==> src/rtl/ctrl_pkg.sv <==
// Shared encodings for the multi-cycle controller: opcodes, FSM states,
// ALU operation codes and ALU/PC source selectors.
package ctrl_pkg;

  localparam logic [5:0] OP_R    = 6'b000000;
  localparam logic [5:0] OP_ADDI = 6'b001000;
  localparam logic [5:0] OP_LW   = 6'b100011;
  localparam logic [5:0] OP_SW   = 6'b101011;
  localparam logic [5:0] OP_BEQ  = 6'b000100;
  localparam logic [5:0] OP_BNE  = 6'b000101;
  localparam logic [5:0] OP_BGTZ = 6'b000111;
  localparam logic [5:0] OP_J    = 6'b000010;

  typedef enum logic [3:0] {
    FETCH     = 4'd0,
    DECODE    = 4'd1,
    MEM_ADDR  = 4'd2,
    MEM_READ  = 4'd3,
    MEM_WB    = 4'd4,
    MEM_WRITE = 4'd5,
    EXEC_R    = 4'd6,
    R_WB      = 4'd7,
    EXEC_I    = 4'd8,
    I_WB      = 4'd9,
    BRANCH    = 4'd10,
    JUMP      = 4'd11,
    HALT      = 4'd12
  } state_t;

  localparam logic [1:0] ALU_ADD   = 2'b00;
  localparam logic [1:0] ALU_SUB   = 2'b01;
  localparam logic [1:0] ALU_FUNCT = 2'b10;

  localparam logic [1:0] SRCB_RT      = 2'd0;
  localparam logic [1:0] SRCB_FOUR    = 2'd1;
  localparam logic [1:0] SRCB_IMM     = 2'd2;
  localparam logic [1:0] SRCB_IMM_SH2 = 2'd3;

  localparam logic [1:0] PCSRC_ALU    = 2'd0;
  localparam logic [1:0] PCSRC_ALUOUT = 2'd1;
  localparam logic [1:0] PCSRC_JUMP   = 2'd2;

endpackage

==> src/rtl/branch_eval.sv <==
// Branch condition evaluation from the ALU compare result (rs - rt).
module branch_eval
  import ctrl_pkg::*;
#(
  parameter int OPCODE_W = 6
) (
  input  logic [OPCODE_W-1:0] opcode,
  input  logic                zero,
  input  logic                alu_res_msb,
  output logic                taken
);

  // bgtz: strictly positive means non-zero and sign bit clear
  always_comb begin
    taken = 1'b0;
    if (opcode == OPCODE_W'(OP_BEQ))
      taken = zero;
    else if (opcode == OPCODE_W'(OP_BNE))
      taken = ~zero;
    else if (opcode == OPCODE_W'(OP_BGTZ))
      taken = ~zero & ~alu_res_msb;
  end

endmodule

==> src/rtl/multi_cycle_control.sv <==
// Multi-cycle datapath controller: one FSM step per cycle, memory states
// stall on mem_ready, unsupported opcodes park the FSM in HALT until reset.
//
// state     | meaning
// FETCH     | read instruction at PC, PC <= PC + 4 when memory completes
// DECODE    | register read, branch target precompute into ALUOut
// MEM_ADDR  | effective address rs + imm
// MEM_READ  | load access, waits for mem_ready
// MEM_WB    | write MDR to rt
// MEM_WRITE | store access, waits for mem_ready
// EXEC_R    | ALU on rs, rt with funct
// R_WB      | write ALUOut to rd
// EXEC_I    | ALU rs + imm
// I_WB      | write ALUOut to rt
// BRANCH    | compare rs - rt, load branch target when taken
// JUMP      | load jump target
// HALT      | unsupported opcode, illegal held until reset
module multi_cycle_control
  import ctrl_pkg::*;
#(
  parameter int OPCODE_W    = 6,
  parameter int ALUOP_W     = 2,
  parameter bit MEM_WAIT_EN = 1'b1
) (
  input  logic                clk,
  input  logic                reset,
  input  logic [OPCODE_W-1:0] opcode,
  input  logic                zero,
  input  logic                alu_res_msb,
  input  logic                mem_ready,
  output logic                pc_wr,
  output logic [1:0]          pc_src,
  output logic                ir_wr,
  output logic                i_or_d,
  output logic                mem_rd,
  output logic                mem_wr,
  output logic                mem_to_reg,
  output logic                reg_wr,
  output logic                reg_dst,
  output logic                ext_op,
  output logic                alu_src_a,
  output logic [1:0]          alu_src_b,
  output logic [ALUOP_W-1:0]  alu_op,
  output logic                illegal,
  output logic [3:0]          state_dbg
);

  state_t r_state;
  state_t w_next;
  logic   w_taken;
  logic   w_mem_ready;

  assign w_mem_ready = MEM_WAIT_EN ? mem_ready : 1'b1;
  assign state_dbg   = r_state;

  branch_eval #(.OPCODE_W(OPCODE_W)) u_branch_eval (
    .opcode      (opcode),
    .zero        (zero),
    .alu_res_msb (alu_res_msb),
    .taken       (w_taken)
  );

  // State register with synchronous reset back to FETCH
  always_ff @(posedge clk) begin
    if (reset)
      r_state <= FETCH;
    else
      r_state <= w_next;
  end

  // Next-state decode and per-state control outputs
  always_comb begin
    w_next     = r_state;
    pc_wr      = 1'b0;
    pc_src     = PCSRC_ALU;
    ir_wr      = 1'b0;
    i_or_d     = 1'b0;
    mem_rd     = 1'b0;
    mem_wr     = 1'b0;
    mem_to_reg = 1'b0;
    reg_wr     = 1'b0;
    reg_dst    = 1'b0;
    ext_op     = 1'b0;
    alu_src_a  = 1'b0;
    alu_src_b  = SRCB_RT;
    alu_op     = ALUOP_W'(ALU_ADD);
    illegal    = 1'b0;

    case (r_state)
      FETCH: begin
        mem_rd    = 1'b1;
        alu_src_b = SRCB_FOUR;
        ir_wr     = w_mem_ready;
        pc_wr     = w_mem_ready;
        if (w_mem_ready) w_next = DECODE;
      end
      DECODE: begin
        alu_src_b = SRCB_IMM_SH2;
        ext_op    = 1'b1;
        if (opcode == OPCODE_W'(OP_LW) || opcode == OPCODE_W'(OP_SW))
          w_next = MEM_ADDR;
        else if (opcode == OPCODE_W'(OP_R))
          w_next = EXEC_R;
        else if (opcode == OPCODE_W'(OP_ADDI))
          w_next = EXEC_I;
        else if (opcode == OPCODE_W'(OP_BEQ) || opcode == OPCODE_W'(OP_BNE) ||
                 opcode == OPCODE_W'(OP_BGTZ))
          w_next = BRANCH;
        else if (opcode == OPCODE_W'(OP_J))
          w_next = JUMP;
        else
          w_next = HALT;
      end
      MEM_ADDR: begin
        alu_src_a = 1'b1;
        alu_src_b = SRCB_IMM;
        ext_op    = 1'b1;
        w_next    = (opcode == OPCODE_W'(OP_LW)) ? MEM_READ : MEM_WRITE;
      end
      MEM_READ: begin
        i_or_d = 1'b1;
        mem_rd = 1'b1;
        if (w_mem_ready) w_next = MEM_WB;
      end
      MEM_WB: begin
        reg_wr     = 1'b1;
        mem_to_reg = 1'b1;
        w_next     = FETCH;
      end
      MEM_WRITE: begin
        i_or_d = 1'b1;
        mem_wr = 1'b1;
        if (w_mem_ready) w_next = FETCH;
      end
      EXEC_R: begin
        alu_src_a = 1'b1;
        alu_op    = ALUOP_W'(ALU_FUNCT);
        w_next    = R_WB;
      end
      R_WB: begin
        reg_wr  = 1'b1;
        reg_dst = 1'b1;
        w_next  = FETCH;
      end
      EXEC_I: begin
        alu_src_a = 1'b1;
        alu_src_b = SRCB_IMM;
        ext_op    = 1'b1;
        w_next    = I_WB;
      end
      I_WB: begin
        reg_wr = 1'b1;
        w_next = FETCH;
      end
      BRANCH: begin
        alu_src_a = 1'b1;
        alu_op    = ALUOP_W'(ALU_SUB);
        pc_src    = PCSRC_ALUOUT;
        pc_wr     = w_taken;
        w_next    = FETCH;
      end
      JUMP: begin
        pc_src = PCSRC_JUMP;
        pc_wr  = 1'b1;
        w_next = FETCH;
      end
      HALT: begin
        illegal = 1'b1;
      end
      default: w_next = FETCH;
    endcase

    // No architectural write or memory access may escape while reset is held
    if (reset) begin
      pc_wr  = 1'b0;
      ir_wr  = 1'b0;
      mem_rd = 1'b0;
      mem_wr = 1'b0;
      reg_wr = 1'b0;
    end
  end

endmodule

==> config.mk <==
export PLATFORM = sky130hd
export DESIGN_NAME = multi_cycle_control
export DESIGN_NICKNAME = d
export VERILOG_FILES = /design/src/rtl/ctrl_pkg.sv /design/src/rtl/branch_eval.sv /design/src/rtl/multi_cycle_control.sv
export SDC_FILE = /design/constraint.sdc
export NUM_CORES = 1
export LEC_CHECK = 0
export CAP_MARGIN = 10
export CORE_ASPECT_RATIO = 0.9
export CORE_UTILIZATION = 30
export CTS_BUF_LIST = sky130_fd_sc_hd__clkbuf_4 sky130_fd_sc_hd__clkbuf_8 sky130_fd_sc_hd__clkbuf_16
export DETAILED_ROUTE_END_ITERATION = 6
export PLACE_DENSITY_LB_ADDON = 0.3
export SLEW_MARGIN = 20
export SYNTH_ARGS = -nofsm -noshare
export SYNTH_HDL_FRONTEND = slang
export SYNTH_SLANG_ARGS = --single-unit
==> constraint.sdc <==
create_clock -name clk -period 2.95 [get_ports clk]
set_input_delay 0.7375 -clock clk [delete_from_list [all_inputs] [get_ports clk]]
set_output_delay 0.7375 -clock clk [all_outputs]
set_load 0.05 [all_outputs]
==> reports/qor.yml <==
cts_buffers: 3
post_cts_buffers: 0
clk-insertion-delay-late_ps: 230
synth-edff-count: 0
timing.final.ws_setup_ps: 176
synth_area_um2: 604
dieHeight_um: 44.6
fillers: 196
avgSynthCellArea_um2: 6.30
clk_pin_slew_ps: 30
hold_viol: 0
vias: 843
async_flop_share_pct: 0
vias_per_cell: 5.44
place_hpwl_um: 1440
finalCriticalPeriod_ps: 2770
fmax_ghz: 0.360
antenna_found_initial: 0
port_buffers: 31
yosys_warnings: 0
yosys-top-cells-area: "dfxtp_1 13%, nor2_1 12%, a21oi_1 9.1%"
cts_tree: "done"
grt.met3_usage_pct: 3.09
grt-ovfl-total: 0
worst_pin_slew_ps: 516
rsz0062_at_grt: "no"
whs_path_depth: 2
post_synth_num_cell_types: 35
period_share_pct: 94.0
layout-drive-gt1-share_pct: 18.5
dp_slack_ps: -55.7
drc: 0
nets: 143
path_max_fanout: 4
path_class: "in -> out"
drv_cap: 0
top_usage_layer: "met2"
ys_ff_latch: 4
dr.first_iter.drc_count: 25
yosysSeqAreaShare_pct: 13.3
worstSetupEndpointType: "output pin"
hold_class: "reg -> reg"
placed_area_um2: 1030
synth.largest_area_cell: "dfxtp_1"
peakVddDrop_mv: 0.348
grt_util_met1_pct: 25.8
grt_pass1_vias: 747
initial_core_util_pct: 31.6
final_area_um2: 1060
r2r_cells: 4
powerDensity_nw_per_um2: 542
core_um2: 1910
drt-wirelength-per-cell_um: 12.0
die_area_um2: 2200
postCtsHoldBufs: 0
use_met2_pct: 29.9
drtAntennaViolNets: 0
relSlewSlack_pct: 65.5
skew_ps: 2.40
routed_wl_um: 1870
die_w_um: 49.3
largest_reg_flops: 4
syn_to_final_growth_pct: 75.6
htree_levels: 1
yosysTopAreaCellShare_pct: 13.3
drtPass1Iterations: 4
startpoint_type: "input pin"
outcome: "finished, final reports clean"
leakagePower_nw: 0.479
grt_usage_pct: 19.3
antenna_cells: 0
syn-num-nets: 107
synthFlopType: "dfxtp_1"
setup_tns_ps: 0
routabilityCongestion: 0.823
rows: 15
synthesis.instances: 96
worstPathRequired_ps: 2210
io_pins: 32
clkSinkCount: 4
finalSetupViolCount: 0
clockRootBuffer: "clkbuf_4"
cts_buffer_depth: 2
grt_max_degree: 16
arrival_ps: 2040
slew_violations: 0
grt_pass1_wl_um: 3230
[cell type report]
class	instances	area, µm²	area share, %
repair buffers	39	427	40.2
inverters	3	11.3	1.06
clock buffers	3	22.5	2.12
flip-flops and latches	4	80.1	7.55
well taps	25	31.3	2.95
multi-input cells	81	489	46.1
[cells in the mapped netlist (2+ instances only)]
library cell,number
a31oi_1,3
nor2_1,20
clkbuf_1,4
nor4_1,2
nand2b_1,8
xor2_1,2
nand2_1,4
inv_1,3
o21ai_0,2
dfxtp_1,4
nor3_1,5
a21oi_1,11
nand3_1,2
nor2b_1,5
[what timing repair did]
action / CTS / global route
setup endpoints to repair: 1 / 5
pin swaps: 1 / 0
gates resized for setup: 1 / 5
[per-stage QoR]
| step | utilization (%) | hold WS [ps] | instances | power, mW |
|---|---|---|---|---|
| floorplan | - | 889 | 96 | 0.362 |
| global placement | 53.7 | 700 | 152 | 0.505 |
| global route | 55.4 | 781 | 155 | 0.614 |
| CTS | 54.8 | 718 | 155 | 0.576 |
| finish | 55.4 | 711 | 155 | 0.575 |
| detailed placement | 53.7 | 709 | 152 | 0.506 |
[path summary, 6_finish.rpt]
kind                      from      endpoint  slack [ps]
setup / recovery     opcode[5]         pc_wr         180
hold / removal    state_dbg[1]  state_dbg[1]         710
setup reg to reg  state_dbg[0]  state_dbg[2]        1280
hold reg to reg   state_dbg[1]  state_dbg[1]         710
[critical path, stage by stage]
cell	delay (ps)
clkdlybuf4s50_1	460
nor3_1	290
a41oi_1	150
nor2_1	220
buf_12	170
[layer usage]
| metal | vias up | wire (µm) | share of wire [%] |
|---|---|---|---|
| li1 | 422 | - | - |
| met1 | 383 | 878 | 47 |
| met2 | 34 | 856 | 46 |
| met3 | 4 | 111 | 5.9 |
| met4 | 0 | 20 | 1.1 |
| met5 | - | 0 | 0 |
[kinds of logic (layout without fill, tap and decap cells)]
kind of cell | after synthesis | in the layout | share of synthesized area [%]
AND/OR/NAND/NOR | 53 | 53 | 46.4
AO/OA/AOI/OAI | 26 | 26 | 28.6
buffers and inverters | 11 | 45 | 8.90
flip-flops | 4 | 4 | 13.3
XOR/XNOR | 2 | 2 | 2.90
[placed cells by master, fill, tap and decap left out, types with 4 or more instances in the layout]
cell             instances
nand2_1                  4
buf_12                   5
clkdlybuf4s50_1         18
buf_4                   10
dfxtp_1                  4
nand2b_1                 8
a21oi_1                 11
dlymetal6s2s_1           5
nor2_1                  19
nor2b_1                  5
[power breakdown]
part	internal, mW	total, mW	switching (mW)
logic	0.163	0.420	0.257
clock network	0.0454	0.0666	0.0212
registers	0.0633	0.0886	0.0253
(Power assumes the default switching activity.)
